### src/rtl/mul_operand_feeder.sv
`default_nettype none
// ============================================================================
// Module      : mul_operand_feeder
// Description : Upstream sequencer for a 16-bit repeated-addition multiplier.
//               Accepts an (A, B) operand pair over valid/ready, pulses the
//               multiplier start, drives A then B on the shared data bus,
//               waits for a rising edge of done and holds the product under
//               a result valid/ready handshake.
//               Optional macro MUL_FEED_TIMEOUT_EN adds a WAIT watchdog
//               that aborts with res_err=1 and res_data=16'hFFFF.
// Revision    : 1.0 - initial release
// ============================================================================
module mul_operand_feeder #(
    parameter int unsigned TIMEOUT_CYCLES = 70000
) (
    input  logic        clk,
    input  logic        rst_n,
    input  logic        in_valid,
    output logic        in_ready,
    input  logic [15:0] in_a,
    input  logic [15:0] in_b,
    output logic        mul_start,
    output logic [15:0] mul_data_in,
    input  logic        mul_done,
    input  logic [15:0] mul_data_out,
    output logic        res_valid,
    input  logic        res_ready,
    output logic [15:0] res_data,
    output logic        res_err,
    output logic        busy
);

    typedef enum logic [2:0] {
        S_IDLE   = 3'd0,
        S_START  = 3'd1,
        S_LOAD_A = 3'd2,
        S_LOAD_B = 3'd3,
        S_WAIT   = 3'd4,
        S_RESULT = 3'd5
    } state_t;

    state_t      state_q, state_d;
    logic [15:0] a_q;
    logic [15:0] b_q;
    logic        done_prev_q;
    logic [15:0] res_data_q;
    logic        w_done_rise;
    logic        w_accept;
    logic        w_timeout;

    assign w_accept    = (state_q == S_IDLE) && in_valid;
    assign w_done_rise = mul_done && !done_prev_q;

`ifdef MUL_FEED_TIMEOUT_EN
    logic [16:0] wait_cnt_q;
    logic        res_err_q;

    assign w_timeout = (state_q == S_WAIT) && !w_done_rise &&
                       (wait_cnt_q == 17'(TIMEOUT_CYCLES));

    // Watchdog: zeroed on the way into WAIT, counts every WAIT cycle
    always_ff @(posedge clk or negedge rst_n) begin
        if (!rst_n) begin
            wait_cnt_q <= '0;
        end else if (state_q == S_LOAD_B) begin
            wait_cnt_q <= '0;
        end else if (state_q == S_WAIT) begin
            wait_cnt_q <= wait_cnt_q + 17'd1;
        end
    end

    // Error flag follows whichever event ended the WAIT state
    always_ff @(posedge clk or negedge rst_n) begin
        if (!rst_n) begin
            res_err_q <= 1'b0;
        end else if (state_q == S_WAIT && w_done_rise) begin
            res_err_q <= 1'b0;
        end else if (w_timeout) begin
            res_err_q <= 1'b1;
        end
    end

    assign res_err = res_err_q;
`else
    assign w_timeout = 1'b0;
    // Without the watchdog an abort can never happen; the parameter term is
    // constant-true and only keeps the otherwise idle parameter referenced.
    assign res_err   = 1'b0 & (TIMEOUT_CYCLES != 0);
`endif

    // State register
    always_ff @(posedge clk or negedge rst_n) begin
        if (!rst_n) begin
            state_q <= S_IDLE;
        end else begin
            state_q <= state_d;
        end
    end

    // Next-state sequencing
    always_comb begin
        state_d = state_q;
        case (state_q)
            S_IDLE:   if (in_valid) state_d = S_START;
            S_START:  state_d = S_LOAD_A;
            S_LOAD_A: state_d = S_LOAD_B;
            S_LOAD_B: state_d = S_WAIT;
            S_WAIT:   if (w_done_rise || w_timeout) state_d = S_RESULT;
            S_RESULT: if (res_ready) state_d = S_IDLE;
            default:  state_d = S_IDLE;
        endcase
    end

    // Operand capture at acceptance; later input changes are ignored
    always_ff @(posedge clk or negedge rst_n) begin
        if (!rst_n) begin
            a_q <= '0;
            b_q <= '0;
        end else if (w_accept) begin
            a_q <= in_a;
            b_q <= in_b;
        end
    end

    // Previous-cycle done, so a level left high from an earlier run is not an edge
    always_ff @(posedge clk or negedge rst_n) begin
        if (!rst_n) begin
            done_prev_q <= 1'b0;
        end else begin
            done_prev_q <= mul_done;
        end
    end

    // Result register: product on a done edge, all-ones on a watchdog abort
    always_ff @(posedge clk or negedge rst_n) begin
        if (!rst_n) begin
            res_data_q <= '0;
        end else if (state_q == S_WAIT && w_done_rise) begin
            res_data_q <= mul_data_out;
        end else if (w_timeout) begin
            res_data_q <= 16'hFFFF;
        end
    end

    // Bus mux decoded from registered state and operands only
    always_comb begin
        mul_data_in = 16'd0;
        case (state_q)
            S_LOAD_A:         mul_data_in = a_q;
            S_LOAD_B, S_WAIT: mul_data_in = b_q;
            default:          mul_data_in = 16'd0;
        endcase
    end

    assign in_ready  = (state_q == S_IDLE);
    assign busy      = (state_q != S_IDLE);
    assign mul_start = (state_q == S_START);
    assign res_valid = (state_q == S_RESULT);
    assign res_data  = res_data_q;

endmodule
`default_nettype wire

### config.mk
export PLATFORM = sky130hd
export DESIGN_NAME = mul_operand_feeder
export DESIGN_NICKNAME = d
export VERILOG_FILES = /design/src/rtl/mul_operand_feeder.sv
export SDC_FILE = /design/constraint.sdc
export NUM_CORES = 1
export LEC_CHECK = 0
export ABC_AREA = 0
export CAP_MARGIN = 15
export CORE_MARGIN = 2
export CORE_UTILIZATION = 45
export CTS_BUF_LIST = sky130_fd_sc_hd__clkbuf_16
export DETAILED_ROUTE_END_ITERATION = 10
export DONT_BUFFER_PORTS = 1
export PLACE_DENSITY = 0.61
export RECOVER_POWER = 25
export REMOVE_ABC_BUFFERS = 1
export SLEW_MARGIN = 5
export SYNTH_ARGS = -nofsm -noshare
export SYNTH_HDL_FRONTEND = slang
export SYNTH_SLANG_ARGS = --single-unit
### constraint.sdc
create_clock -name clk -period 5.1 [get_ports clk]
set_input_delay 1.02 -clock clk [delete_from_list [all_inputs] [get_ports clk]]
set_output_delay 1.02 -clock clk [all_outputs]
set_load 0.02 [all_outputs]
* Word-level counts from Yosys, hierarchy flattened
Index checks and enable logic that the tools add are counted.
Storage, ports and cells: register bits 52, input port bits 53, output and inout bits 37
Cells by class: muxes and demuxes 5, reduce and logical (&&, ||, !) cells 8, eq/ne operators 8
Operator list (count):
- 16-bit one-hot mux with 2 select lines | 1
- 3-bit one-hot mux with 6 select lines | 1
- 3-bit two-way mux | 3
- 3-bit by 2-bit equality test with 1-bit output (second input constant) | 2
- 3-bit equality test (second input constant) | 2
- 2-bit inequality test (second input constant) | 2
- 3-bit by 1-bit equality test with 1-bit output (second input constant) | 1
- 1-bit logical AND | 3
- 3-bit zero test | 1
- 3-bit AND reduction | 1
- 3-bit nonzero test | 1
- 2-bit by 1-bit inequality test with 1-bit output (second input constant) | 1
- 2-bit OR reduction | 1
- 1-bit zero test | 1

* Logic depth before layout (Yosys ltp)
Gate-level depths: netlist of run 1.
word-level depth 4, mapped depth 7

* Least setup slack after synthesis of run 1
No wires, ideal clock.
kind register to output, from register state_q[1], to output mul_data_in[0], data required time 4.080 ns, stages on the path, launching flop included 6, setup slack 2.651 ns, arrival time 1.429 ns, cell sequence dfrtp_1 buf_6 nor3b_4 clkbuf_1 nand2_1 o21ai_0
On the way: longest elaborated chain between the ends 3
Ends and longest elaborated chain:
- start: declaration | line 42 | state_t state_q, state_d;
- start signal: assignment | line 96 | state_q <= state_d;
- 3-bit equality test / 3-bit by 2-bit equality test with 1-bit output (equally long branches) | line 148 | case (state_q)
- 2-bit OR reduction | line 148
- 16-bit one-hot mux with 2 select lines * | line 148
- end: declaration | line 23 | output logic [15:0] mul_data_in,
Mark *: on every way between the ends. The rest lies on a longest branch, timed or not.

* Worst setup path in the final report of run 1
from register state_q[0], to output mul_data_in[13]
Same word-level chain as after synthesis.

==> impl_metrics.json, run 1 <==
{
  "status": "complete, no violations",
  "final_cell_mix": "dfrtp_1, mux2_4, mux2i_1, nand2_1, o21ai_0",
  "die_h_um": 79.6,
  "via_count": 1354,
  "synth_mux_area_frac": 0.331,
  "intPower_mw": 1.26,
  "cts_resized": 0,
  "fin_crit_sh": 0.654,
  "drv_cap": 0,
  "reg2reg_from": "state_q[0]",
  "final_cells": 249,
  "ctsHoldBuffers": 0,
  "cts_tree": "done",
  "synthAdderAreaFrac": 0,
  "crit_fanout": 17,
  "numPortBuffers": 0,
  "dr.pass1.iters": 4,
  "grt_pass1_wl_um": 7630,
  "cts-root-buf": "clkbuf_16",
  "synth_top_family_by_area": "multiplexers",
  "clk_pin_slew_worst_paths_ps": 70,
  "hold_class": "input pin to asynchronous set/reset pin",
  "ios": 90,
  "drive_above_1_share": 0.350,
  "grt_usage": 0.161,
  "setup-tns-final_ps": 0,
  "drv_slew": 0,
  "gp_congestion": 0.699,
  "placement_rows": 27,
  "rsz0062_at_grt": "no",
  "dieArea_mm2": 0.00633,
  "endpoint_kind": "output port",
  "antenna_left": 0,
  "power_frac_comb": 0.384,
  "clock_path_buffers": 2,
  "yosys.area_share.simple": 0.0633,
  "ys_seq_area_frac": 0.506,
  "cts_buffers": 5,
  "wl_per_cell_um": 20.0,
  "p_leak_nw": 1.25,
  "cts.sinks": 52,
  "synthXorXnorAreaFrac": 0.00341,
  "finalSetupViolCount": 0,
  "clkPwrFrac": 0.184,
  "final_hold_viol_count": 0,
  "peakVddDrop_mv": 0.314,
  "sw_frac_of_total": 0.374,
  "insertedDiodeCount": 0,
  "synth_compound_area_frac": 0.0389,
  "start_util": 0.467,
  "seq_power_share": 0.432,
  "die_x_um": 79.6,
  "synthDistinctLibCells": 26,
  "required_ps": 4080,
  "crit_start": "state_q[0]",
  "antenna_found_initial": 0,
  "grt_pass1_vias": 1424,
  "p_per_area_mw_per_mm2": 741,
  "synth.avg_cell_area_um2": 14.3,
  "wl_um": 4990,
  "synth.ff_latch_count": 52,
  "grt_overflow_total": 0,
  "layout-area-overhead-vs-synth_pct": 5.94,
  "syn_inst": 180,
  "final_common_cell": "dfrtp_1",
  "cp.arrival_ps": 2320,
  "clk_latency_ps": 290,
  "fin_crit_ps": 3340,
  "hpwl_um": 3400,
  "dp.cells": 240,
  "via_per_inst": 5.44,
  "nets": 229,
  "max_slew_margin": 0.425,
  "fin_worst_skew_ps": 5.23,
  "drtIter0Drc": 105,
  "yosys_warnings": 0,
  "postCtsSetupRepairBufs": 0,
  "grt_max_degree": 53,
  "coreArea_mm2": 0.00551,
  "clock.fmax_ghz": 0.300,
  "synth.cell_area_mm2": 0.00257,
  "startpoint_type": "register",
  "htree_levels": 2,
  "critPathKind": "register to output port",
  "route.detailed.drc": 0,
  "p_switching_mw": 0.755,
  "worstMarginPinSlew_ps": 861
}
layout make-up:
cell class	instances	area (um2)
clock inverters	3	42.5
flip-flops and latches	52	1300
repair buffers	1	27.5
fillers	456	2780
multi-input cells	113	1130
inverters	3	11.3
clock buffers	5	125
well taps	72	90.1
worst paths after layout:
check / cells after the start / end / slack, ps
worst max register to register: 5 / a_q[0] / 2580
max in group asynchronous: 0 / res_data[7] / 4590
worst max-delay path: 4 / mul_data_in[13] / 1760
min in group clk: 1 / a_q[1] / 510
worst min register to register: 1 / a_q[1] / 510
worst min-delay path: 0 / state_q[0] / 420
routing by layer:
layer	vias up	routed length [um]	global-route usage
li1	613	-	-
met1	685	2040	0.202
met2	49	2610	0.270
met3	7	253	0.0339
met4	0	81	0.0672
met5	-	0	0
critical path, stage by stage, from the launching register on:
cell	delay [ps]
dfrtp_1	590
buf_16	260
nor3b_4	710
nand2_1	140
o21ai_0	310
registers in the layout (all words and copies together), names as in the netlist:
name / flops
b_q: 16
res_data: 16
a_q: 16
done_prev_q: 1
state_q: 3
synth_stat cells:
cell	number	area, um2
mux2_2	8	90.1
o21ai_0	16	80.1
nor3b_1	2	15.0
buf_6	2	22.5
nand3b_4	1	20.0
clkbuf_1	2	7.51
nor3b_4	1	18.8
or3_4	1	11.3
conb_1	1	3.75
and2_4	1	8.76
nor3_1	1	5.00
buf_4	1	7.51
mux2i_1	16	160
dfrtp_1	52	1300
nor2_1	3	11.3
o32ai_1	1	8.76
o22ai_1	1	6.26
inv_1	2	7.51
a21oi_1	1	5.00
xnor2_1	1	8.76
nand2_1	16	60.1
nand2b_1	2	12.5
inv_2	1	3.75
mux2_4	40	601
buf_12	4	80.1
buf_2	3	15.0
per-stage QoR:
stage	setup slack, ps	hold WS [ps]	instance area [um2]	total power [mW]	utilization
6_report	1760	424	2720	2.02	0.495
2_1_floorplan	2410	480	2440	1.49	-
4_1_cts	1580	417	2700	2.02	0.490
5_1_grt	1650	412	2720	2.13	0.495
3_5_place_dp	1890	499	2530	1.64	0.459
3_3_place_gp	1990	492	2530	1.59	0.459
power by group through the flow:
stage          clock (mW)  sequential [mW]  combinational, mW
6_report            0.372            0.872              0.775
5_1_grt             0.403            0.897              0.828
4_1_cts             0.384            0.893              0.743
3_5_place_dp            0            0.899              0.739
3_3_place_gp            0            0.878              0.713
2_1_floorplan           0            0.837              0.652
cells by family (layout without fill, tap and decap cells):
| logic type | count (synthesis) | after routing |
|---|---|---|
| buffers and inverters | 15 | 12 |
| muxes | 64 | 64 |
| AOI/OAI and AO/OA | 19 | 19 |
| xor gates and xnor gates | 1 | 1 |
| and+or+nand+nor | 28 | 28 |
| DFF | 52 | 52 |
| other | 1 | 1 |
(Power assumes the default switching activity.)
==> run 2: changes to the inputs <==
--- a/config.mk
+++ b/config.mk
@@ -12,7 +12,7 @@
 export CTS_BUF_LIST = sky130_fd_sc_hd__clkbuf_16
 export DETAILED_ROUTE_END_ITERATION = 10
 export DONT_BUFFER_PORTS = 1
-export PLACE_DENSITY = 0.61
+export PLACE_DENSITY = 0.63
 export RECOVER_POWER = 25
 export REMOVE_ABC_BUFFERS = 1
 export SLEW_MARGIN = 5
==> constraint.sdc (replaced) <==
create_clock -name clk -period 2.7 [get_ports clk]
set_input_delay 0.54 -clock clk [delete_from_list [all_inputs] [get_ports clk]]
set_output_delay 0.54 -clock clk [all_outputs]
set_load 0.02 [all_outputs]
==> run 2 against run 1 <==
Compared with the run above:
- power grew 100%
- clock skew is essentially flat
- non-clock buffer count is 22 higher
- count of clock-buffer cells in the layout did not move
- critical path type unchanged
- largest power group is now combinational cells
- highest routed layer unchanged
==> impl_metrics.json, run 2 (same netlist as run 1, synthesis figures left out) <==
{
  "max_stage_delay_ps": 510,
  "p_leak_nw": 1.36,
  "dpl_cell_area_mm2": 0.00271,
  "hold_class": "input pin to register",
  "seq_power_share": 0.401,
  "via_per_inst": 5.32,
  "drtIter0Drc": 93,
  "insertedDiodeCount": 0,
  "numPortBuffers": 0,
  "coreArea_mm2": 0.00551,
  "fin_area_mm2": 0.00288,
  "path_buf_inv": 1,
  "final_common_cell": "dfrtp_1",
  "intPower_mw": 2.56,
  "cts_buffers": 5,
  "nets": 251,
  "grt_pass1_wl_um": 8270,
  "grt_usage": 0.171,
  "htree_levels": 2,
  "fin_crit_sh": 0.872,
  "p_switching_mw": 1.47,
  "rsz0062_at_grt": "no",
  "power_frac_comb": 0.426,
  "ios": 90,
  "setup-tns-final_ps": 0,
  "cts_tree": "done",
  "final_hold_viol_count": 0,
  "antenna_left": 0,
  "p_per_area_mw_per_mm2": 1400,
  "clock_path_buffers": 2,
  "layout-area-overhead-vs-synth_pct": 11.8,
  "gp_congestion": 0.712,
  "die_h_um": 79.6,
  "cts.sinks": 52,
  "wl_per_cell_um": 19.2,
  "max_slew_margin": 0.140,
  "fin_crit_ps": 2350,
  "via_count": 1443,
  "drv_cap": 0,
  "clk_latency_ps": 280,
  "crit_fanout": 17,
  "required_ps": 2160,
  "crit_family": "flip-flops",
  "critPathKind": "register to output port",
  "fin_worst_skew_ps": 5.52,
  "start_util": 0.467,
  "route.detailed.drc": 0,
  "grt_max_degree": 53,
  "wl_um": 5190,
  "die_x_um": 79.6,
  "worstMarginPinSlew_ps": 1290,
  "hpwl_um": 3680,
  "status": "complete, no violations",
  "dieArea_mm2": 0.00633,
  "placement_rows": 27,
  "final_cell_mix": "dfrtp_1, mux2_4, buf_4",
  "path_cells": "nand2b_1 > o21ai_0 > buf_4",
  "cts_resized": 0,
  "clock.fmax_ghz": 0.425,
  "drive_above_1_share": 0.417,
  "drv_slew": 0,
  "clkPwrFrac": 0.173,
  "cp.arrival_ps": 1810,
  "finalSetupViolCount": 0,
  "startpoint_type": "register",
  "endpoint_kind": "output port",
  "sw_frac_of_total": 0.364,
  "antenna_found_initial": 0,
  "peakVddDrop_mv": 0.615,
  "slowest_stage": "dfrtp_1",
  "cts-root-buf": "clkbuf_16",
  "dr.pass1.iters": 4,
  "clk_pin_slew_worst_paths_ps": 70,
  "grt_overflow_total": 0,
  "grt_pass1_vias": 1605
}
-- run 2: changes by cell type in the layout (fill, tap and decap cells not counted) --
| cell | change |
|---|---|
| buf_4 | +21 |
| buf_12 | +1 |
| buf_16 | -1 |
| inv_1 | +1 |
| clkbuf_2 | +1 |
| clkinvlp_4 | -1 |
-- run 2: timing repair --
action	4_1_cts	5_1_grt
setup buffers	0	0
endpoints found under the setup margin	0	0
hold endpoints to repair	52	0
hold buffers	1	0
-- run 2: area by class of cell --
class / count / area [um2]
Fill cell: 474 / 2630
Sequential cell: 52 / 1300
Multi-Input combinational cell: 113 / 1130
Timing Repair Buffer: 23 / 183
Clock buffer: 5 / 125
Tap cell: 72 / 90.1
Clock inverter: 3 / 38.8
Inverter: 3 / 11.3
-- run 2: worst paths after layout --
check,startpoint,to,slack [ps],cells past startpoint
min in group asynchronous,rst_n,a_q[3],540,1
setup / recovery,state_q[1],mul_data_in[1],350,3
hold reg to reg,a_q[7],a_q[7],510,1
hold / removal,mul_done,done_prev_q,280,0
setup reg to reg,state_q[1],b_q[2],580,5
max in group asynchronous,rst_n,b_q[6],1400,1
-- run 2: power by group through the flow --
| stage | combinational, mW | sequential, mW | clock (mW) |
|---|---|---|---|
| floorplan | 1.23 | 1.58 | 0 |
| global placement | 1.65 | 1.60 | 0 |
| global route | 1.85 | 1.67 | 0.746 |
| finish | 1.72 | 1.62 | 0.697 |
| CTS | 1.75 | 1.62 | 0.718 |
| detailed placement | 1.71 | 1.63 | 0 |
-- run 2: stage by stage --
| stage | cells | util | hold slack (ps) | setup slack (ps) | power (mW) |
|---|---|---|---|---|---|
| after global placement | 262 | 0.491 | 245 | 633 | 3.25 |
| after global routing | 271 | 0.522 | 268 | 142 | 4.26 |
| after floorplan | 168 | - | 244 | 348 | 2.81 |
| final | 271 | 0.522 | 279 | 346 | 4.03 |
| after CTS | 271 | 0.526 | 113 | 285 | 4.08 |
| after detailed placement | 262 | 0.491 | 245 | 599 | 3.34 |
-- run 2: routing by layer --
layer	track usage	share of wire	vias to the layer above
met4	0.0776	0.017	0
li1	-	-	662
met2	0.298	0.55	36
met3	0.0204	0.031	7
met5	0	0	-
met1	0.210	0.40	738
==> edit, RTL diff (config.mk and constraints of run 2) <==
Encoding of `state_t`: now Gray code (3 bits for 6 states).
--- a/src/rtl/mul_operand_feeder.sv
+++ b/src/rtl/mul_operand_feeder.sv
@@ -32,10 +32,10 @@
 
     typedef enum logic [2:0] {
-        S_IDLE   = 3'd0,
-        S_START  = 3'd1,
-        S_LOAD_A = 3'd2,
-        S_LOAD_B = 3'd3,
-        S_WAIT   = 3'd4,
-        S_RESULT = 3'd5
+        S_IDLE   = 3'b000,
+        S_START  = 3'b001,
+        S_LOAD_A = 3'b011,
+        S_LOAD_B = 3'b010,
+        S_WAIT   = 3'b110,
+        S_RESULT = 3'b111
     } state_t;
 
Function: same outputs for any inputs over 10 cycles, from zero or initial values and one cycle with rst_n low; not proved beyond that.
==> edit against run 2 <==
- design area fell by 13%
- wire length fell by 18%
- sequential share of layout area rose by 7.0 points
- synthesized area fell by 7.8%
- die area fell by 7.4%
- total power fell by 16%
- sequential cell count did not move
- worst setup slack improved by 0.18 ns
- largest power group is now sequential cells
- highest routed layer unchanged
==> edit: results (changes against run 2) <==
- Outcome: finished clean (unchanged)
* R2r setup slk: 0.55 ns (was 0.58 ns)
* Post-synthesis sequential area ratio: 54.88% (was 50.61%)
* Final Net Count: 200 (was 251)
- Global-route usage over all layers: 15.82% (was 17.05%)
- Library cells used by synthesis: 27 (was 26)
* Total via count in the routed design: 1204 (was 1443)
* Clock Pin Slew Worst Setup and Hold Paths: 0.06 ns
* Share of layout cells above drive strength 1: 43.54% (was 41.71%)
* Post-DP HPWL: 3040 microns (was 3685 microns)
- First-pass GRT wire length: 7141 microns (was 8266 microns)
- Ant. Diodes: 0 (unchanged)
* Worst max-slew margin expressed relative to the limit: 18.91% (was 13.98%)
* First DRT Iteration DRCs: 64 (was 93)
- Cells taking the most area after synthesis: sky130_fd_sc_hd__dfrtp_1, sky130_fd_sc_hd__mux2_4, sky130_fd_sc_hd__mux2_2 (was sky130_fd_sc_hd__dfrtp_1, sky130_fd_sc_hd__mux2_4, sky130_fd_sc_hd__mux2i_1).
* Top cells by count, synth: sky130_fd_sc_hd__dfrtp_1, sky130_fd_sc_hd__mux2_4, sky130_fd_sc_hd__mux2_2, sky130_fd_sc_hd__a22o_1, sky130_fd_sc_hd__buf_12 (was sky130_fd_sc_hd__dfrtp_1, sky130_fd_sc_hd__mux2_4, sky130_fd_sc_hd__mux2i_1, sky130_fd_sc_hd__nand2_1, sky130_fd_sc_hd__o21ai_0)
- Static Leak: 0.001131 uW (was 0.001363 uW)
- The maximum resistive drop on vdd is 0.0005038 V (was 0.0006151 V).
* Routability congestion estimate from global placement: 0.8150 (was 0.7122)
- Number of instances resized during post-cts repair: 0 (unchanged)
- Routed wire length: 4251 microns (was 5193 microns)
- Data arrival time of the critical path: 1.63 ns (was 1.81 ns)
- Vias in the first global route: 1331 (was 1605)
- Reg2reg start: state_q[2] (was state_q[1])
- Switching component of the power: 1232 uW (was 1469 uW)
- Number of buffers inserted to repair setup after CTS: 0 (unchanged)
- The cell chosen for the clock root is sky130_fd_sc_hd__clkbuf_16 (unchanged).
- Clock insertion delay at the later pin of the skew report: 0.28 ns (about the same)
* Largest clock skew in the final design: 0.006251 ns (was 0.005517 ns)
* Peak fanout along the critical path: 11 (was 17)
- Launch point of the worst path: state_q[0] (was state_q[1])
- The startpoint of the lowest-slack hold path is mul_done (unchanged).
-- edit: metal layers --
layer	routed length, microns	GRT usage (%)	vias up
met5	0	0	-
met4	67	4.545	0
met3	410	6.635	8
met2	2070	25.75	78
met1	1703	19.28	591
li1	-	-	527
-- edit: worst max-delay path: stages (launching register included) --
cell and delay, ns:
sky130_fd_sc_hd__dfrtp_1 0.48, sky130_fd_sc_hd__inv_1 0.12, sky130_fd_sc_hd__nor3b_2 0.22, sky130_fd_sc_hd__buf_4 0.23, sky130_fd_sc_hd__a22o_1 0.29
-- edit: power groups by stage --
stage | Combinational [uW] | Clock, uW | Sequential, uW
detailed placement | 1220 | 0 | 1600
finish | 1210 | 585 | 1590
floorplan | 1060 | 0 | 1520
global placement | 1180 | 0 | 1570
CTS | 1240 | 606 | 1600
global route | 1300 | 655 | 1640
-- edit: through the flow --
stage | hold slack (ns) | setup slack (ns) | instance area, sq um | power, uW | cells
2_1_floorplan | 0.2444 | 0.6625 | 2238 | 2578 | 136
5_1_grt | 0.2612 | 0.4053 | 2491 | 3599 | 217
3_5_place_dp | 0.2454 | 0.5531 | 2349 | 2818 | 209
3_3_place_gp | 0.2455 | 0.6389 | 2349 | 2750 | 209
4_1_cts | 0.1111 | 0.4790 | 2514 | 3444 | 217
6_report | 0.2828 | 0.5305 | 2491 | 3390 | 217
-- edit: area by class of cell --
cell class	instances	area (sq um)
Inverter	2	7.507
Clock buffer	5	125.1
Fill cell	435	2616
Sequential cell	52	1301
Tap cell	70	87.58
Multi-Input combinational cell	82	929.6
Clock inverter	2	12.51
Timing Repair Buffer	4	27.53
-- edit: cell families after synthesis --
logic type,Yosys count,synth area share (%)
flip-flops,52,54.88
AO/OA/AOI/OAI,20,7.071
AND/OR/NAND/NOR,13,4.433
other,1,0.1582
multiplexers,48,27.55
buffers and inverters,13,5.910
-- edit: worst paths after layout --
kind,end,depth (start not counted)
max,mul_data_in[15],4
min,done_prev_q,0
max reg2reg,a_q[0],4
min reg2reg,b_q[14],1
max in group asynchronous,b_q[0],1
min in group asynchronous,done_prev_q,1
